File: config.mk
export PLATFORM = sky130hd
export DESIGN_NAME = bg_compositor
export DESIGN_NICKNAME = d
export VERILOG_FILES = /design/src/rtl/bg_compositor.sv
export SDC_FILE = /design/constraint.sdc
export NUM_CORES = 1
export LEC_CHECK = 0
export ABC_CLOCK_PERIOD_IN_PS = 6000
export BUFFER_PORTS_ARGS = -buffer_cell sky130_fd_sc_hd__buf_2
export CAP_MARGIN = 10
export CORE_AREA = 2 2 234 236
export CTS_CLUSTER_DIAMETER = 100
export DETAILED_ROUTE_END_ITERATION = 10
export DIE_AREA = 0 0 236 238
export PLACE_DENSITY_LB_ADDON = 0.2
export SLEW_MARGIN = 5
export SYNTH_ARGS = -nofsm -noshare
export SYNTH_HDL_FRONTEND = slang
export SYNTH_SLANG_ARGS = --single-unit
File: constraint.sdc
create_clock -name Clk -period 6 [get_ports Clk]
set_input_delay 1.2 -clock Clk [delete_from_list [all_inputs] [get_ports Clk]]
set_output_delay 1.2 -clock Clk [all_outputs]
set_load 0.01 [all_outputs]
File: src/rtl/bg_compositor.sv
// bg_compositor: background/sprite priority, writable RGB palette, fade scaling and
// the scene-transition fade FSM that only swaps bg_sel while the screen is black.
module bg_compositor #(
    parameter int FADE_STEP_FRAMES = 2,
    parameter int SCREEN_LENGTH    = 640,
    parameter int SCREEN_WIDTH     = 480
) (
    input  logic        Clk,
    input  logic        Reset_n,
    input  logic        frame_start,
    input  logic [9:0]  DrawX,
    input  logic [9:0]  DrawY,
    input  logic [3:0]  req_bg,
    input  logic [3:0]  background_data,
    input  logic [3:0]  sprite_index,
    input  logic        sprite_valid,
    input  logic        pal_we,
    input  logic [3:0]  pal_addr,
    input  logic [23:0] pal_data,
    output logic [3:0]  bg_sel,
    output logic        fading,
    output logic [7:0]  VGA_R,
    output logic [7:0]  VGA_G,
    output logic [7:0]  VGA_B
);
    typedef enum logic [1:0] {IDLE, FADE_OUT, FADE_IN} state_t;

    localparam logic [9:0] X_END = 10'(SCREEN_LENGTH);
    localparam logic [9:0] Y_END = 10'(SCREEN_WIDTH);
    localparam logic [3:0] LAST  = 4'(FADE_STEP_FRAMES - 1);

    state_t      state_q, state_d;
    logic [4:0]  level_q, level_d;
    logic [3:0]  cnt_q, cnt_d;
    logic [3:0]  disp_q, disp_d;
    logic [9:0]  x_q, y_q;
    logic [7:0]  r_q, g_q, b_q, r_d, g_d, b_d;
    logic [23:0] pal_q [16];
    logic [23:0] rgb;
    logic [3:0]  idx;
    logic [12:0] prod_r, prod_g, prod_b;
    logic        vis, step;

    assign bg_sel = disp_q;
    assign fading = state_q != IDLE;
    assign VGA_R  = r_q;
    assign VGA_G  = g_q;
    assign VGA_B  = b_q;

    // Fade decisions happen only on frame_start so a frame never tears mid-scan.
    always_comb begin
        state_d = state_q;
        level_d = level_q;
        cnt_d   = cnt_q;
        disp_d  = disp_q;
        step    = cnt_q == LAST;
        if (frame_start) begin
            if (state_q == IDLE) begin
                if (req_bg != disp_q) begin
                    state_d = FADE_OUT;
                    cnt_d   = (LAST == 4'd0) ? 4'd0 : 4'd1;
                end
            end else begin
                cnt_d = step ? 4'd0 : cnt_q + 4'd1;
                if (step) begin
                    if (state_q == FADE_OUT || req_bg != disp_q) begin
                        state_d = FADE_OUT;
                        level_d = (level_q == 5'd0) ? 5'd0 : level_q - 5'd1;
                        if (level_q <= 5'd1) begin
                            disp_d  = req_bg;
                            state_d = FADE_IN;
                        end
                    end else begin
                        level_d = level_q + 5'd1;
                        state_d = (level_q == 5'd15) ? IDLE : FADE_IN;
                    end
                end
            end
        end
    end

    always_comb begin
        idx    = (sprite_valid && sprite_index != 4'd0) ? sprite_index : background_data;
        rgb    = pal_q[idx];
        vis    = (x_q < X_END) && (y_q < Y_END);
        prod_r = {5'd0, rgb[23:16]} * {8'd0, level_q};
        prod_g = {5'd0, rgb[15:8]}  * {8'd0, level_q};
        prod_b = {5'd0, rgb[7:0]}   * {8'd0, level_q};
        r_d    = vis ? prod_r[11:4] : 8'd0;
        g_d    = vis ? prod_g[11:4] : 8'd0;
        b_d    = vis ? prod_b[11:4] : 8'd0;
    end

    always_ff @(posedge Clk or negedge Reset_n) begin
        if (!Reset_n) begin
            state_q <= IDLE;
            level_q <= 5'd16;
            cnt_q   <= 4'd0;
            disp_q  <= 4'd0;
            x_q     <= 10'd0;
            y_q     <= 10'd0;
            r_q     <= 8'd0;
            g_q     <= 8'd0;
            b_q     <= 8'd0;
        end else begin
            state_q <= state_d;
            level_q <= level_d;
            cnt_q   <= cnt_d;
            disp_q  <= disp_d;
            x_q     <= DrawX;
            y_q     <= DrawY;
            r_q     <= r_d;
            g_q     <= g_d;
            b_q     <= b_d;
        end
    end

    // Lookups read the pre-write contents, so a same-cycle write shows up one pixel later.
    always_ff @(posedge Clk or negedge Reset_n) begin
        if (!Reset_n) begin
            for (int i = 0; i < 16; i++) pal_q[i] <= {3{8'(i * 17)}};
        end else if (pal_we) begin
            pal_q[pal_addr] <= pal_data;
        end
    end
endmodule
# After elaboration in Yosys (flattened, before gate mapping)
# Cells that the tools add are included.
[totals] output_inout_bits=29 ff_bits=443 in_bits=65
[classes] n_eq_ne=5 n_lt_le_gt_ge=6 addsub=3 reduce_logical=13 n_mux=21 bitwise=3 n_mul=3
[ops] op="384-bit bitwise mux" n=1
[ops] op="24-bit binary-select mux with 4-bit select" n=1
[ops] op="24-bit demux with 4-bit select" n=1
[ops] op="24-bit two-way mux" n=3
[ops] op="8-bit by 5-bit multiplier with 12-bit output" n=3
[ops] op="8-bit two-way mux" n=3
[ops] op="4-bit two-way mux" n=4
[ops] op="2-bit two-way mux" n=6
[ops] op="5-bit greater-or-equal comparator, second input constant" n=2
[ops] op="10-bit < comparator, second input constant" n=1
[ops] op="10-bit by 9-bit < comparator with 1-bit output, second input constant" n=1
[ops] op="5-bit two-way mux" n=2
[ops] op="4-bit NOT with 5-bit output" n=2
[ops] op="3-bit AND reduction" n=2
[ops] op="5-bit by 1-bit adder with 5-bit output, second input constant" n=1
[ops] op="5-bit by 4-bit equality test with 1-bit output, second input constant" n=1
[ops] op="5-bit by 1-bit less-or-equal comparator with 1-bit output, second input constant" n=1
[ops] op="5-bit logical NOT" n=1
[ops] op="5-bit by 1-bit < comparator with 1-bit output, second input constant" n=1
[ops] op="5-bit AND reduction" n=1
[ops] op="5-bit by 1-bit subtractor with 5-bit output, second input constant" n=1
[ops] op="4-bit by 1-bit adder with 4-bit output, second input constant" n=1
[ops] op="4-bit by 1-bit equality test with 1-bit output, second input constant" n=1
[ops] op="4-bit != test" n=1
[ops] op="other kinds (9)" n=12

# Longest topological paths before layout
[depth] depth_word=9 ltp_mapped=29 depth_no_buf=23

# Worst setup path after synthesis
# OpenSTA, ideal clock, no wires.
[synth_path] kind="input-to-reg" from="input sprite_index[3]" to="register g_q[7] (netlist: VGA_G[7])" slack_ns=-0.637 required_time_ns=5.934 arrival_time_ns=6.570 path_stages=24 path_cell_list="buf_4 -> or4b_1 -> buf_6 -> nand2_8 -> buf_4 -> buf_2 -> buf_2 -> buf_2 -> nand2_1 -> nand3_1 -> nand2_1 -> o211ai_1 -> o21ai_0 -> or2_2 -> fa_1 -> fa_1 -> fa_1 -> inv_1 -> ha_1 -> or2_2 -> a2111oi_4 -> nor4_1 -> or4_1 -> nand2_1"
[synth_between] elab_chain_cells=9
[synth_lines] item="start: declaration" line_no="15" rtl="input logic [3:0] sprite_index,"
[synth_lines] item="4-bit nonzero test" line_no="83" rtl="idx = (sprite_valid && sprite_index != 4'd0) ? sprite_index : background_data;"
[synth_lines] item="1-bit logical AND" line_no="83"
[synth_lines] item="4-bit two-way mux *" line_no="83"
[synth_lines] item="4-bit NOT with 5-bit output (implied by the code) *" line_no="84" rtl="rgb = pal_q[idx];"
[synth_lines] item="24-bit binary-select mux with 4-bit select *" line_no="84"
[synth_lines] item="24-bit two-way mux (implied by the code) * (2 in series)" line_no="84"
[synth_lines] item="8-bit by 5-bit multiplier with 12-bit output *" line_no="87" rtl="prod_g = {5'd0, rgb[15:8]} * {8'd0, level_q};"
[synth_lines] item="8-bit two-way mux *" line_no="90" rtl="g_d = vis ? prod_g[11:4] : 8'd0;"
[synth_lines] item="via g_d[7]" line_no="37" rtl="logic [7:0] r_q, g_q, b_q, r_d, g_d, b_d;"
[synth_lines] item="end signal: assignment" line_no="113" rtl="g_q <= g_d;"
[synth_lines] item="end: declaration" line_no="37"
# The timed path passes the listed nets; every way through them passes the cells marked *. The select of a mux whose other input is x is not followed.
# A chain may end at the register's enable or synchronous reset.

# Worst setup path after layout
[layout_path] from="input sprite_index[0]" to="register g_q[7] (netlist: VGA_G[7])"
# The elaborated chain is that of the path after synthesis.

==> impl_metrics.py <==
metrics = {
    "run_status": {
        "outcome": "finished clean",
    },
    "sta": {
        "relSlewSlack_pct": 18.0,
        "grt_setup_unrepaired": "yes",
        "finalHoldViolCount": 0,
        "min_period_ps": 5870,
        "finClkSkew_ps": 20.1,
        "post-route-period-util_pct": 97.9,
        "fmax_ghz": 0.170,
        "tightest_slew_ps": 1230,
        "setup-violations-final": 0,
        "setup_tns_ps": 0,
        "slew_violations": 0,
        "layout_setup_ws_ps": 125,
    },
    "synth": {
        "ys.flop_type": "dfrtp_1",
        "synthTopCellsByArea": "dfrtp_1 25%, dfstp_2 21%, mux2_2 18%",
        "yosysUniqueCellTypes": 83,
        "ys_ff_latch": 431,
        "synthTopCellsByCount": "384 x mux2_2, 348 x nand2_1, 238 x dfrtp_1, 193 x dfstp_2, 155 x nand3_1",
        "yosysWarnings": 0,
        "synth_area_leader_cell": "dfrtp_1",
        "syn_area_um2": 23900,
        "synth_top_area_share_pct": 25.0,
        "ys_seq_area_share_pct": 46.2,
        "avgSynthCellArea_um2": 10.8,
        "async_flop_share_pct": 100,
        "yosysMostFrequentCell": "mux2_2",
        "synth_cells": 2214,
        "synth-edff-count": 0,
        "synthesis.nets": 2387,
    },
    "die": {
        "ios": 94,
        "coreArea_um2": 53500,
        "die_w_um": 236,
        "fp.dieH_um": 238,
        "start_util_pct": 44.6,
        "fp-row-count": 85,
        "die_area_um2": 56200,
    },
    "clock_network": {
        "clockBufferDepth": 3,
        "htree_levels": 2,
        "clk_pin_slew_ps": 60,
        "cts.hold.buffers_added": 0,
        "numCtsBuffers": 49,
        "clkLatencyLatePin_ps": 600,
        "root_buffer": "clkbuf_16",
        "cts_sinks": 431,
        "cts_tree": "done",
    },
    "detailed_routing": {
        "avgViaCountPerCell": 5.52,
        "firstDrtPassIters": 5,
        "wl_per_cell_um": 20.7,
        "drc": 0,
        "routed_wl_um": 65600,
        "final_antenna_net_count": 0,
        "num_vias": 17500,
        "drt-initial-drc-count": 1145,
    },
    "layout": {
        "layout.nets": 2599,
        "n_fill_cell": 4656,
        "layout-drive-gt1-share_pct": 43.7,
        "fin_area_um2": 28600,
        "synthToLayoutAreaGrowth_pct": 19.8,
    },
    "worst_hold_path": {
        "hp-class": "reg -> reg",
        "whs_endpoint": "state_q[0]",
        "min_from": "state_q[1]",
        "worstHoldPathCells": 1,
    },
    "place": {
        "dp_hpwl_um": 41300,
        "post_dp_cell_area_um2": 26600,
        "place_congestion": 0.817,
        "io_buffers": 81,
        "dpl_worst_slack_ps": -657,
    },
    "critical_path": {
        "rrSetupSlack_ps": 1100,
        "worst_ep_arrival_time_ps": 6400,
        "crit_required_ps": 6530,
        "start_kind": "input port",
        "path_max_fanout": 6,
        "r2r-start": "pal_q[33]",
        "critPathCaptureType": "flip-flop",
        "r2r_cells": 19,
        "r2r_end": "VGA_G[7]",
        "crit_type": "in -> reg",
    },
    "grt": {
        "antenna_found_initial": 4,
        "overflow": 0,
        "grtUsageTotal_pct": 23.4,
        "grt_pass1_vias": 18300,
        "grt_max_degree": 120,
        "grt_pass1_wl_um": 103000,
    },
    "pwr": {
        "total_power_uw": 10500,
        "cellPowerDensity_nw_per_um2": 368,
        "power_leakage_uw": 0.0127,
        "irDropWorstVdd_mv": 0.244,
    },
    "flow_run": {
        "drv_cap": 0,
    },
}
[layout by cell type (no fill, tap or decap), types with 17 or more instances in the layout]
| master | n |
|---|---|
| clkbuf_16 | 52 |
| dfrtp_1 | 238 |
| buf_4 | 209 |
| mux2i_1 | 25 |
| fa_1 | 46 |
| o21ai_0 | 28 |
| o211ai_1 | 36 |
| or2_2 | 23 |
| inv_1 | 98 |
| ha_1 | 55 |
| buf_2 | 79 |
| nand2_1 | 348 |
| xnor2_1 | 23 |
| mux2_2 | 384 |
| nor2_1 | 93 |
| nand3_1 | 154 |
| a21oi_1 | 48 |
| nor3_1 | 17 |
| dfstp_2 | 193 |
[power by group]
group          total [uW]  leakage [uW]  internal (uW)  switching [uW]
combinational        3310       0.00696           1640            1680
sequential           4160       0.00497           3800             357
clock                3050      0.000820           1790            1260
total               10500        0.0127           7230            3290
[worst max-delay path, cell delays in order]
cell       delay, ps
buf_2            130
or4b_4           580
and2_2           230
buf_4            140
o2111ai_1         70
o2111ai_1        170
buf_4            190
o22ai_1          350
buf_4            200
and2_1           130
fa_1             420
fa_1             500
inv_1             50
fa_1             470
inv_1             40
ha_1             190
or2_4            260
a2111oi_4        310
buf_4            210
nor4_2            50
or4_1            400
nand2_1           90
[metal layers]
layer	share of wire [%]	GRT usage, %
met1	44	29.8
met2	49	41.3
met3	3.9	3.10
met4	3.2	7.35
met5	0.040	0
[repair_timing]
item,CTS,global route
resized for setup,1,32
pin swaps,0,12
cloned,0,4
setup buffers,0,9
endpoints found under the setup margin,5,19
[cell families (layout without fill, tap and decap cells)]
logic type / after synthesis / in the layout / share of synthesized area (%)
adders and majority gates: 108 / 108 / 7.18
muxes: 411 / 411 / 19.3
AOI/OAI and AO/OA: 246 / 246 / 7.58
buffers and inverters: 251 / 503 / 4.34
other: 0 / 1 / 0
and+or+nand+nor: 742 / 743 / 14.4
xor gates and xnor gates: 25 / 25 / 0.918
DFF: 431 / 431 / 46.2
[cell type report]
type / instances / area, um^2 / area share (%)
well taps: 696 / 871 / 3.05
flip-flops and latches: 431 / 11000 / 38.6
multi-input cells: 1533 / 12200 / 42.6
clock inverters: 14 / 171 / 0.600
clock buffers: 78 / 1490 / 5.20
repair buffers: 312 / 2460 / 8.63
diodes: 1 / 2.50 / 0.00876
inverters: 99 / 372 / 1.30
[worst max-delay path by stage]
stage / start / endpoint / cells past startpoint / slack, ps
final: sprite_index[0] / VGA_G[7] / 22 / 130
after global routing: sprite_index[3] / VGA_B[7] / 22 / -90
after CTS: sprite_index[3] / VGA_R[7] / 27 / 30
after detailed placement: sprite_index[3] / VGA_R[7] / 27 / -660
after global placement: sprite_index[3] / VGA_R[7] / 27 / -640
after floorplan: sprite_index[0] / VGA_B[7] / 24 / -80
[state kept, by name, indices dropped and copies added, names as in the netlist]
register / count
cnt_q: 4
bg_sel: 4
y_q: 5
state_q: 2
VGA_R: 8
x_q: 3
VGA_G: 8
VGA_B: 8
pal_q: 384
level_q: 5
[stage by stage]
| step | util [%] | cells | hold WS, ps |
|---|---|---|---|
| floorplan | - | 2214 | 458 |
| global placement | 49.7 | 3058 | 474 |
| detailed placement | 49.7 | 3058 | 483 |
| CTS | 52.8 | 3150 | 490 |
| global route | 53.4 | 3164 | 510 |
| finish | 53.4 | 3164 | 492 |
No activity file was read; power rests on OpenSTA's default activity.
